==> src/rtl/ahb_pkg.sv <==
// Shared constants, select codes and the data-phase state type for the
// payload slave's AHB data-phase stage.
package ahb_pkg;

  localparam logic [1:0] HTRANS_IDLE   = 2'd0;
  localparam logic [1:0] HTRANS_BUSY   = 2'd1;
  localparam logic [1:0] HTRANS_NONSEQ = 2'd2;
  localparam logic [1:0] HTRANS_SEQ    = 2'd3;

  localparam logic HRESP_OKAY  = 1'b0;
  localparam logic HRESP_ERROR = 1'b1;

  localparam logic [1:0] WSEL_PAYLOAD_LO = 2'd0;
  localparam logic [1:0] WSEL_PAYLOAD_HI = 2'd1;
  localparam logic [1:0] WSEL_DATA_SIZE  = 2'd2;

  localparam logic [1:0] RSEL_ERR_STATUS = 2'd0;
  localparam logic [1:0] RSEL_PAYLOAD_LO = 2'd1;
  localparam logic [1:0] RSEL_PAYLOAD_HI = 2'd2;
  localparam logic [1:0] RSEL_DATA_SIZE  = 2'd3;

  // ST_RWAIT is only reachable when the read wait-state option is built in.
  typedef enum logic [2:0] {
    ST_IDLE  = 3'd0,
    ST_DATA  = 3'd1,
    ST_ERR1  = 3'd2,
    ST_ERR2  = 3'd3,
    ST_RWAIT = 3'd4
  } dp_state_t;

  // NONSEQ and SEQ are the only transfer types that carry a real transfer.
  function automatic logic is_active(input logic [1:0] trans);
    return (trans == HTRANS_NONSEQ) || (trans == HTRANS_SEQ);
  endfunction

endpackage

==> src/rtl/ahb_payload_regs.sv <==
// Payload/data-size register bank. Loads the selected register from the
// write data when wr_en is high and pulses start the cycle after a
// data_size load.
module ahb_payload_regs
  import ahb_pkg::*;
#(
  parameter int DATA_WIDTH   = 32,
  parameter int PAYLOAD_LO_W = 32,
  parameter int PAYLOAD_HI_W = 16,
  parameter int SIZE_W       = 16
) (
  input  logic                    clk,
  input  logic                    rst_n,
  input  logic                    wr_en,
  input  logic [1:0]              wr_sel,
  input  logic [DATA_WIDTH-1:0]   wr_data,
  output logic [PAYLOAD_LO_W-1:0] payload_lo,
  output logic [PAYLOAD_HI_W-1:0] payload_hi,
  output logic [SIZE_W-1:0]       data_size,
  output logic                    start
);

  // Register loads; select code 3 has no backing register and is ignored.
  always_ff @(posedge clk or negedge rst_n) begin
    if (!rst_n) begin
      payload_lo <= '0;
      payload_hi <= '0;
      data_size  <= '0;
    end else if (wr_en) begin
      case (wr_sel)
        WSEL_PAYLOAD_LO: payload_lo <= wr_data[PAYLOAD_LO_W-1:0];
        WSEL_PAYLOAD_HI: payload_hi <= wr_data[PAYLOAD_HI_W-1:0];
        WSEL_DATA_SIZE:  data_size  <= wr_data[SIZE_W-1:0];
        default: ;
      endcase
    end
  end

  // One-cycle start pulse following a completed data_size write.
  always_ff @(posedge clk or negedge rst_n) begin
    if (!rst_n) begin
      start <= 1'b0;
    end else begin
      start <= wr_en && (wr_sel == WSEL_DATA_SIZE);
    end
  end

endmodule

==> src/rtl/ahb_slave_data_phase.sv <==
// AHB data-phase stage of the payload slave. Captures the decoder result on
// each accepted address phase, returns OKAY or the two-cycle ERROR response,
// drives read data and owns the payload register bank.
// Optional build macro: AHB_READ_WAIT_EN inserts one wait state on reads and
// presents registered read data.
module ahb_slave_data_phase
  import ahb_pkg::*;
#(
  parameter int DATA_WIDTH   = 32,
  parameter int PAYLOAD_LO_W = 32,
  parameter int PAYLOAD_HI_W = 16,
  parameter int SIZE_W       = 16
) (
  input  logic                    hclk,
  input  logic                    hresetn,
  input  logic                    hsel_x,
  input  logic                    hready,
  input  logic [1:0]              htrans,
  input  logic                    hwrite,
  input  logic [DATA_WIDTH-1:0]   hwdata,
  input  logic [1:0]              write_select,
  input  logic [1:0]              read_select,
  input  logic                    map_hresp,
  input  logic [15:0]             err_status,
  output logic                    hreadyout,
  output logic                    hresp,
  output logic [DATA_WIDTH-1:0]   hrdata,
  output logic [PAYLOAD_LO_W-1:0] payload_lo,
  output logic [PAYLOAD_HI_W-1:0] payload_hi,
  output logic [SIZE_W-1:0]       data_size,
  output logic                    start
);

  dp_state_t state;
  dp_state_t state_next;
  dp_state_t addr_next;

  logic       accept;
  logic       cap_valid;
  logic       cap_write;
  logic [1:0] cap_wsel;
  logic [1:0] cap_rsel;
  logic       cap_err;
  logic       reg_we;
  logic       read_phase;
  logic [DATA_WIDTH-1:0] read_mux;

  assign accept = hsel_x && hready && is_active(htrans);

  // Capture the decoder controls whenever the bus advances; valid drops on
  // any advancing edge without a real selected transfer.
  always_ff @(posedge hclk or negedge hresetn) begin
    if (!hresetn) begin
      cap_valid <= 1'b0;
      cap_write <= 1'b0;
      cap_wsel  <= '0;
      cap_rsel  <= '0;
      cap_err   <= 1'b0;
    end else if (hready) begin
      cap_valid <= accept;
      if (accept) begin
        cap_write <= hwrite;
        cap_wsel  <= write_select;
        cap_rsel  <= read_select;
        cap_err   <= map_hresp;
      end
    end
  end

  // Destination for a freshly accepted address phase.
  always_comb begin
    addr_next = ST_IDLE;
    if (accept && map_hresp) begin
      addr_next = ST_ERR1;
    end else if (accept) begin
`ifdef AHB_READ_WAIT_EN
      addr_next = hwrite ? ST_DATA : ST_RWAIT;
`else
      addr_next = ST_DATA;
`endif
    end
  end

  // Data-phase state register.
  always_ff @(posedge hclk or negedge hresetn) begin
    if (!hresetn) begin
      state <= ST_IDLE;
    end else begin
      state <= state_next;
    end
  end

  // Next state and response outputs; ERR1 stalls the bus, ERR2 completes
  // the error and may already accept the next address phase.
  always_comb begin
    state_next = ST_IDLE;
    hreadyout  = 1'b1;
    hresp      = HRESP_OKAY;
    case (state)
      ST_ERR1: begin
        hreadyout  = 1'b0;
        hresp      = HRESP_ERROR;
        state_next = ST_ERR2;
      end
      ST_ERR2: begin
        hresp      = HRESP_ERROR;
        state_next = addr_next;
      end
`ifdef AHB_READ_WAIT_EN
      ST_RWAIT: begin
        hreadyout  = 1'b0;
        state_next = ST_DATA;
      end
`endif
      default: begin
        state_next = addr_next;
      end
    endcase
  end

  assign reg_we     = (state == ST_DATA) && cap_valid && cap_write && !cap_err;
  assign read_phase = (state == ST_DATA) && cap_valid && !cap_write;

  // Read source selection from the captured read_select, zero-extended.
  always_comb begin
    read_mux = '0;
    case (cap_rsel)
      RSEL_ERR_STATUS: read_mux[15:0]             = err_status;
      RSEL_PAYLOAD_LO: read_mux[PAYLOAD_LO_W-1:0] = payload_lo;
      RSEL_PAYLOAD_HI: read_mux[PAYLOAD_HI_W-1:0] = payload_hi;
      RSEL_DATA_SIZE:  read_mux[SIZE_W-1:0]       = data_size;
      default: ;
    endcase
  end

`ifdef AHB_READ_WAIT_EN
  logic [DATA_WIDTH-1:0] rdata_q;

  // Read data is sampled during the wait state and held for the DATA cycle.
  always_ff @(posedge hclk or negedge hresetn) begin
    if (!hresetn) begin
      rdata_q <= '0;
    end else if (state == ST_RWAIT) begin
      rdata_q <= read_mux;
    end
  end

  assign hrdata = read_phase ? rdata_q : '0;
`else
  assign hrdata = read_phase ? read_mux : '0;
`endif

  ahb_payload_regs #(
    .DATA_WIDTH  (DATA_WIDTH),
    .PAYLOAD_LO_W(PAYLOAD_LO_W),
    .PAYLOAD_HI_W(PAYLOAD_HI_W),
    .SIZE_W      (SIZE_W)
  ) u_regs (
    .clk       (hclk),
    .rst_n     (hresetn),
    .wr_en     (reg_we),
    .wr_sel    (cap_wsel),
    .wr_data   (hwdata),
    .payload_lo(payload_lo),
    .payload_hi(payload_hi),
    .data_size (data_size),
    .start     (start)
  );

endmodule
==> config.mk <==
export PLATFORM = sky130hd
export DESIGN_NAME = ahb_slave_data_phase
export DESIGN_NICKNAME = d
export VERILOG_FILES = /design/src/rtl/ahb_pkg.sv /design/src/rtl/ahb_payload_regs.sv /design/src/rtl/ahb_slave_data_phase.sv
export SDC_FILE = /design/constraint.sdc
export NUM_CORES = 1
export LEC_CHECK = 0
export CAP_MARGIN = 15
export CELL_PAD_IN_SITES_DETAIL_PLACEMENT = 0
export CELL_PAD_IN_SITES_GLOBAL_PLACEMENT = 1
export CORE_AREA = 2 2 103 105
export CTS_BUF_LIST = sky130_fd_sc_hd__clkbuf_16
export DETAILED_ROUTE_END_ITERATION = 10
export DIE_AREA = 0 0 105 107
export GPL_TIMING_DRIVEN = 1
export PLACE_DENSITY = 0.9
export SLEW_MARGIN = 25
export SYNTH_ARGS = -nofsm -noshare
export SYNTH_HDL_FRONTEND = slang
export SYNTH_SLANG_ARGS = --single-unit
==> constraint.sdc <==
create_clock -name hclk -period 4.5 [get_ports hclk]
set_input_delay 0.9 -clock hclk [delete_from_list [all_inputs] [get_ports hclk]]
set_output_delay 0.9 -clock hclk [all_outputs]
set_load 0.02 [all_outputs]
# Yosys cells after proc, flatten, opt, wreduce, memory -nomap -nowiden
# Cells that the tools add are included.
# classes
reduce_logical	18
eq_ne	10
mux	8
# ops
op	n
$pmux W16 S4	1
$mux W32	1
$mux W16	1
$eq A2 B2 Y1 const B	5
$logic_and A1 B1 Y1	8
$reduce_and A2 Y1	4
$eq A3 B2 Y1 const B	2
$eq A2 B1 Y1 const B	2
$logic_not A2 Y1	2
$mux W2	2
$eq A3 B1 Y1 const B	1
$mux W1	3
$logic_not A1 Y1	2
$reduce_or A2 Y1	1
$logic_or A1 B1 Y1	1
# word_totals
in_bits	60
output_inout_bits	99
elab_cells	46
ff_bits	75

# Depth between registers and ports, before layout
# depth
word_depth	6
depth_mapped	5
depth_no_buf	3

# Cells and area by module
# A second synthesis with hierarchy kept.
# hier_totals
hier_cells	239
area_unflattened_um2	3500.9
# by_module_without_submodules
module	seq_area_each_um2	instances	area_each_um2	cells_each
ahb_payload_regs	1626.6	1	2439.8	138
ahb_slave_data_phase	225.2	1	1061.0	101

# Worst setup path after synthesis
# No wires, ideal clock.
# synth_path
kind	register -> output
startpoint	reg state[1]
endpoint	out hrdata[21]
arrival_ns	1.616
setup_slack_ns	1.984
stages_incl_launch_ff	5
required_time_ns	3.600
n_path_buf	1
cell_sequence	dfrtp_1 nand4bb_1 nor3b_1 clkbuf_1 and2_1
# synth_via
elab_chain_len	4
# synth_lines
item	line_no	rtl
start: declaration	ahb_slave_data_phase.sv:34	dp_state_t state;
start signal: assignment	ahb_slave_data_phase.sv:89	state <= state_next;
$eq A3 B1 Y1	ahb_slave_data_phase.sv:122	assign read_phase = (state == ST_DATA) && cap_valid && !cap_write;
$logic_and A1 B1 Y1 (2 in series)	ahb_slave_data_phase.sv:122	
$mux W32	ahb_slave_data_phase.sv:150	assign hrdata = read_phase ? read_mux : '0;
end: declaration	ahb_slave_data_phase.sv:27	output logic [DATA_WIDTH-1:0] hrdata,
# Every way passes these cells.

# Worst setup path in the final report
# layout_path
startpoint	in err_status[6]
endpoint	out hrdata[6]
# layout_via
elab_chain_len	2
# layout_lines
item	line_no	rtl
start: declaration	ahb_slave_data_phase.sv:24	input logic [15:0] err_status,
$pmux W16 S4	ahb_slave_data_phase.sv:127	case (cap_rsel)
$mux W32	ahb_slave_data_phase.sv:150	
# Every way passes these cells.

==> impl_results.md <==
- Worst slew pin tran: slightly above 0.9 ns
- Initial DRC count: 48
- Via density: between 4 and 5
- WHS Endpoint: cap_err$_DFFE_PN0P_
- Synth area leader: dfrtp_1
- Initial core utilization: about a third
- Total CTS buffers: 9
- Syn Nets: 282
- Fill count: slightly below 900
- Met3 WL post-DR: 432 microns
- Reg-to-reg critical path endpoint: u_regs.payload_lo[5]$_DFFE_PN0P_
- Die width: 105 microns
- Total Power: 0.002390 W
- Status: complete, no violations
- Clk buf depth: 2
- Slew Viols, Final: 0
- Hold_buf cts: 0
- Final ANT Viol Nets: 0
- Most common cell after layout, fill and taps aside: clkdlybuf4s50_1
- Critical Path Start Type: input port
- Die H: about 110 microns
- Final period util: between 70% and 80%
- Layout area overhead: 58.22%
- Die area: 0.01124 sq mm
- Worst Hold Slack: approximately 0.48 ns
- Top cells by area, synth: dfrtp_1, mux2_2, mux4_2, mux2_4, and2_1
- Initial antenna violation count: 0
- Top cell by count, worst path: clkdlybuf4s50_1
- Worst Hold Class: reg2reg
- Total GRT Usage: roughly 16%
- Share of the synthesized area in the top cell type: a little over half
- Core footprint: 0.01009 sq mm
- Final Hold Vio Count: 0
- Slowest cell on the critical path: clkdlybuf4s50_1
- Ports: between 150 and 200
- Post-Route M1 WL: between 3000 and 4000 microns
- Fmax: a little under 300 MHz
- Leakage: between 2 and 2.5 nW
- Max-Cap Viols: 0
- Post-DR wirelength/cell: roughly 17 microns
- TritonCTS clock tree: yes
- Gpl congestion: between 0.7 and 0.8
- Flops & latches, synth: 74
- Final net count: about 440
- Largest net degree at the start of global routing: 75
- Vias in the first global route: between 2000 and 3000
- FF-to-FF path depth: 3
- Routed WL: a little under 9000 microns
- Post-synthesis sequential area ratio: 53.49%
- Layout cells sized above 1: 28.24%
- # DRC: 0
- Rel. slew slack: between 30% and 40%
- Fin Clk Skew: between 0.004 and 0.005 ns
- Finish-stage setup viols: 0
- FF-to-FF setup slack: 2.28 ns
- VDD IR max: a little under 200 uV
- Crit-path max cell delay: between 0.5 and 0.6 ns
- Most frequent cells in the layout: clkdlybuf4s50_1, dfrtp_1, mux2_2
- Remaining global-route overflow: 0
- DR pass1 iterations: 4
- Port Buffers: about 160
- H-tree levels: 3
- Syn_area_per_cell: approximately 16 sq um
- Crit. End Element: output pin
- Crit-path cells: clkdlybuf4s50_1, mux4_2, nor2b_1, clkdlybuf4s50_1
- Critical setup path kind: in2out
- Uppermost layer routed: met4
- Mapped Cells: about 220
- Worst-skew pair later-pin latency: 0.32 ns
- Cell Pwr Density: between 400 and 500 mW/mm^2
- Row cnt: 37
- Vias: between 2000 and 2500
- Clk sink count: 74
- Post-route minimum period: roughly 3.4 ns
- CP Max Fanout: 1
- Cts repair resizes: 0
- CTS root buf: clkbuf_16
- HPWL after DPL: roughly 6100 microns
- Netlist cell types: 22
- Met2 wire len: 4430 microns
- Setup TNS: 0 ns
- First-pass GRT wire length: 13490 microns
- ANT cells: 0
- Hold depth: 2
- Unrepaired setup endpoints after global routing: false
- Arr. time, crit path: approximately 2.5 ns
- Reg clk slew, reported paths: around 0.050 ns
- Reg-to-Reg Start: state[1]$_DFF_PN0_
- Postcts setup bufs: 0
- Hold Crit Start: cap_err$_DFFE_PN0P_
- Yosys Warn Count: 0
- Post-Synthesis Cell Area: approximately 0.0035 sq mm
- Req. time, crit path: roughly 3.6 ns
==> metal layers <==
layer | global-route usage (%) | vias to the layer above
met5 | 0 | -
met4 | 5.905 | 0
met3 | 3.587 | 13
met2 | 25.83 | 85
met1 | 19.89 | 1230
li1 | - | 1122
==> cell usage after synthesis, drive strengths merged <==
library cell and count:
dfrtp 74, nor4 1, clkbuf 5, buf 9, o21ai 2, nand3 1, inv 2, or4b 1
nand2b 2, nand2 3, or4 1, mux2 69, nand3b 1, nor3b 1, nor2b 16, nand4 1
mux4 16, nand4bb 1, and2 16
==> critical path, delay by kind of cell <==
family | cells | cell delay, ns
buffers and inverters | 2 | 0.97
multiplexers | 1 | 0.44
AND/OR/NAND/NOR | 1 | 0.14
==> state kept, by name, indices dropped and copies added, names as in the netlist <==
signal and cells:
state 2, cap_err 1, cap_valid 1, cap_rsel 2, u_regs.data_size 16, cap_write 1
cap_wsel 2, u_regs.payload_hi 16, u_regs.start 1, u_regs.payload_lo 32
==> cell families after synthesis <==
family                 synth area share, %
flip-flops                           53.49
AO/OA/AOI/OAI                       0.2891
multiplexers                         34.04
buffers and inverters                3.397
AND/OR/NAND/NOR                      8.782
==> through the flow <==
stage	instance area (sq um)	cells	utilization [%]	setup slack, ns
floorplan	3462	222	-	1.984
global placement	5139	506	50.92	1.146
detailed placement	5139	506	50.92	1.140
CTS	5446	521	53.97	1.136
global route	5478	522	54.28	1.078
finish	5478	522	54.28	1.147
==> layout make-up <==
cell class | count | area (sq um) | area share, %
multi-input combinational | 132 | 1503 | 27.43
timing repair buffer | 163 | 1638 | 29.90
inverter | 2 | 7.507 | 0.1370
tap | 136 | 170.2 | 3.106
sequential | 74 | 1852 | 33.81
clock inverter | 6 | 82.58 | 1.508
clock buffer | 9 | 225.2 | 4.111
==> power breakdown <==
group          switching (W)  internal (W)
sequential          0.000111      0.000796
combinational       0.000305      0.000434
clock               0.000264      0.000479
==> how the worst max path moves through the flow <==
stage | from | to | depth (start not counted)
after floorplan | state[1]$_DFF_PN0_ | hrdata[21] | 4
after global routing | cap_rsel[1]$_DFFE_PN0P_ | hrdata[11] | 3
final | err_status[6] | hrdata[6] | 4
after detailed placement | err_status[6] | hrdata[6] | 4
after CTS | cap_rsel[1]$_DFFE_PN0P_ | hrdata[2] | 3
after global placement | err_status[6] | hrdata[6] | 4
Power figures use the tool's default switching activity.
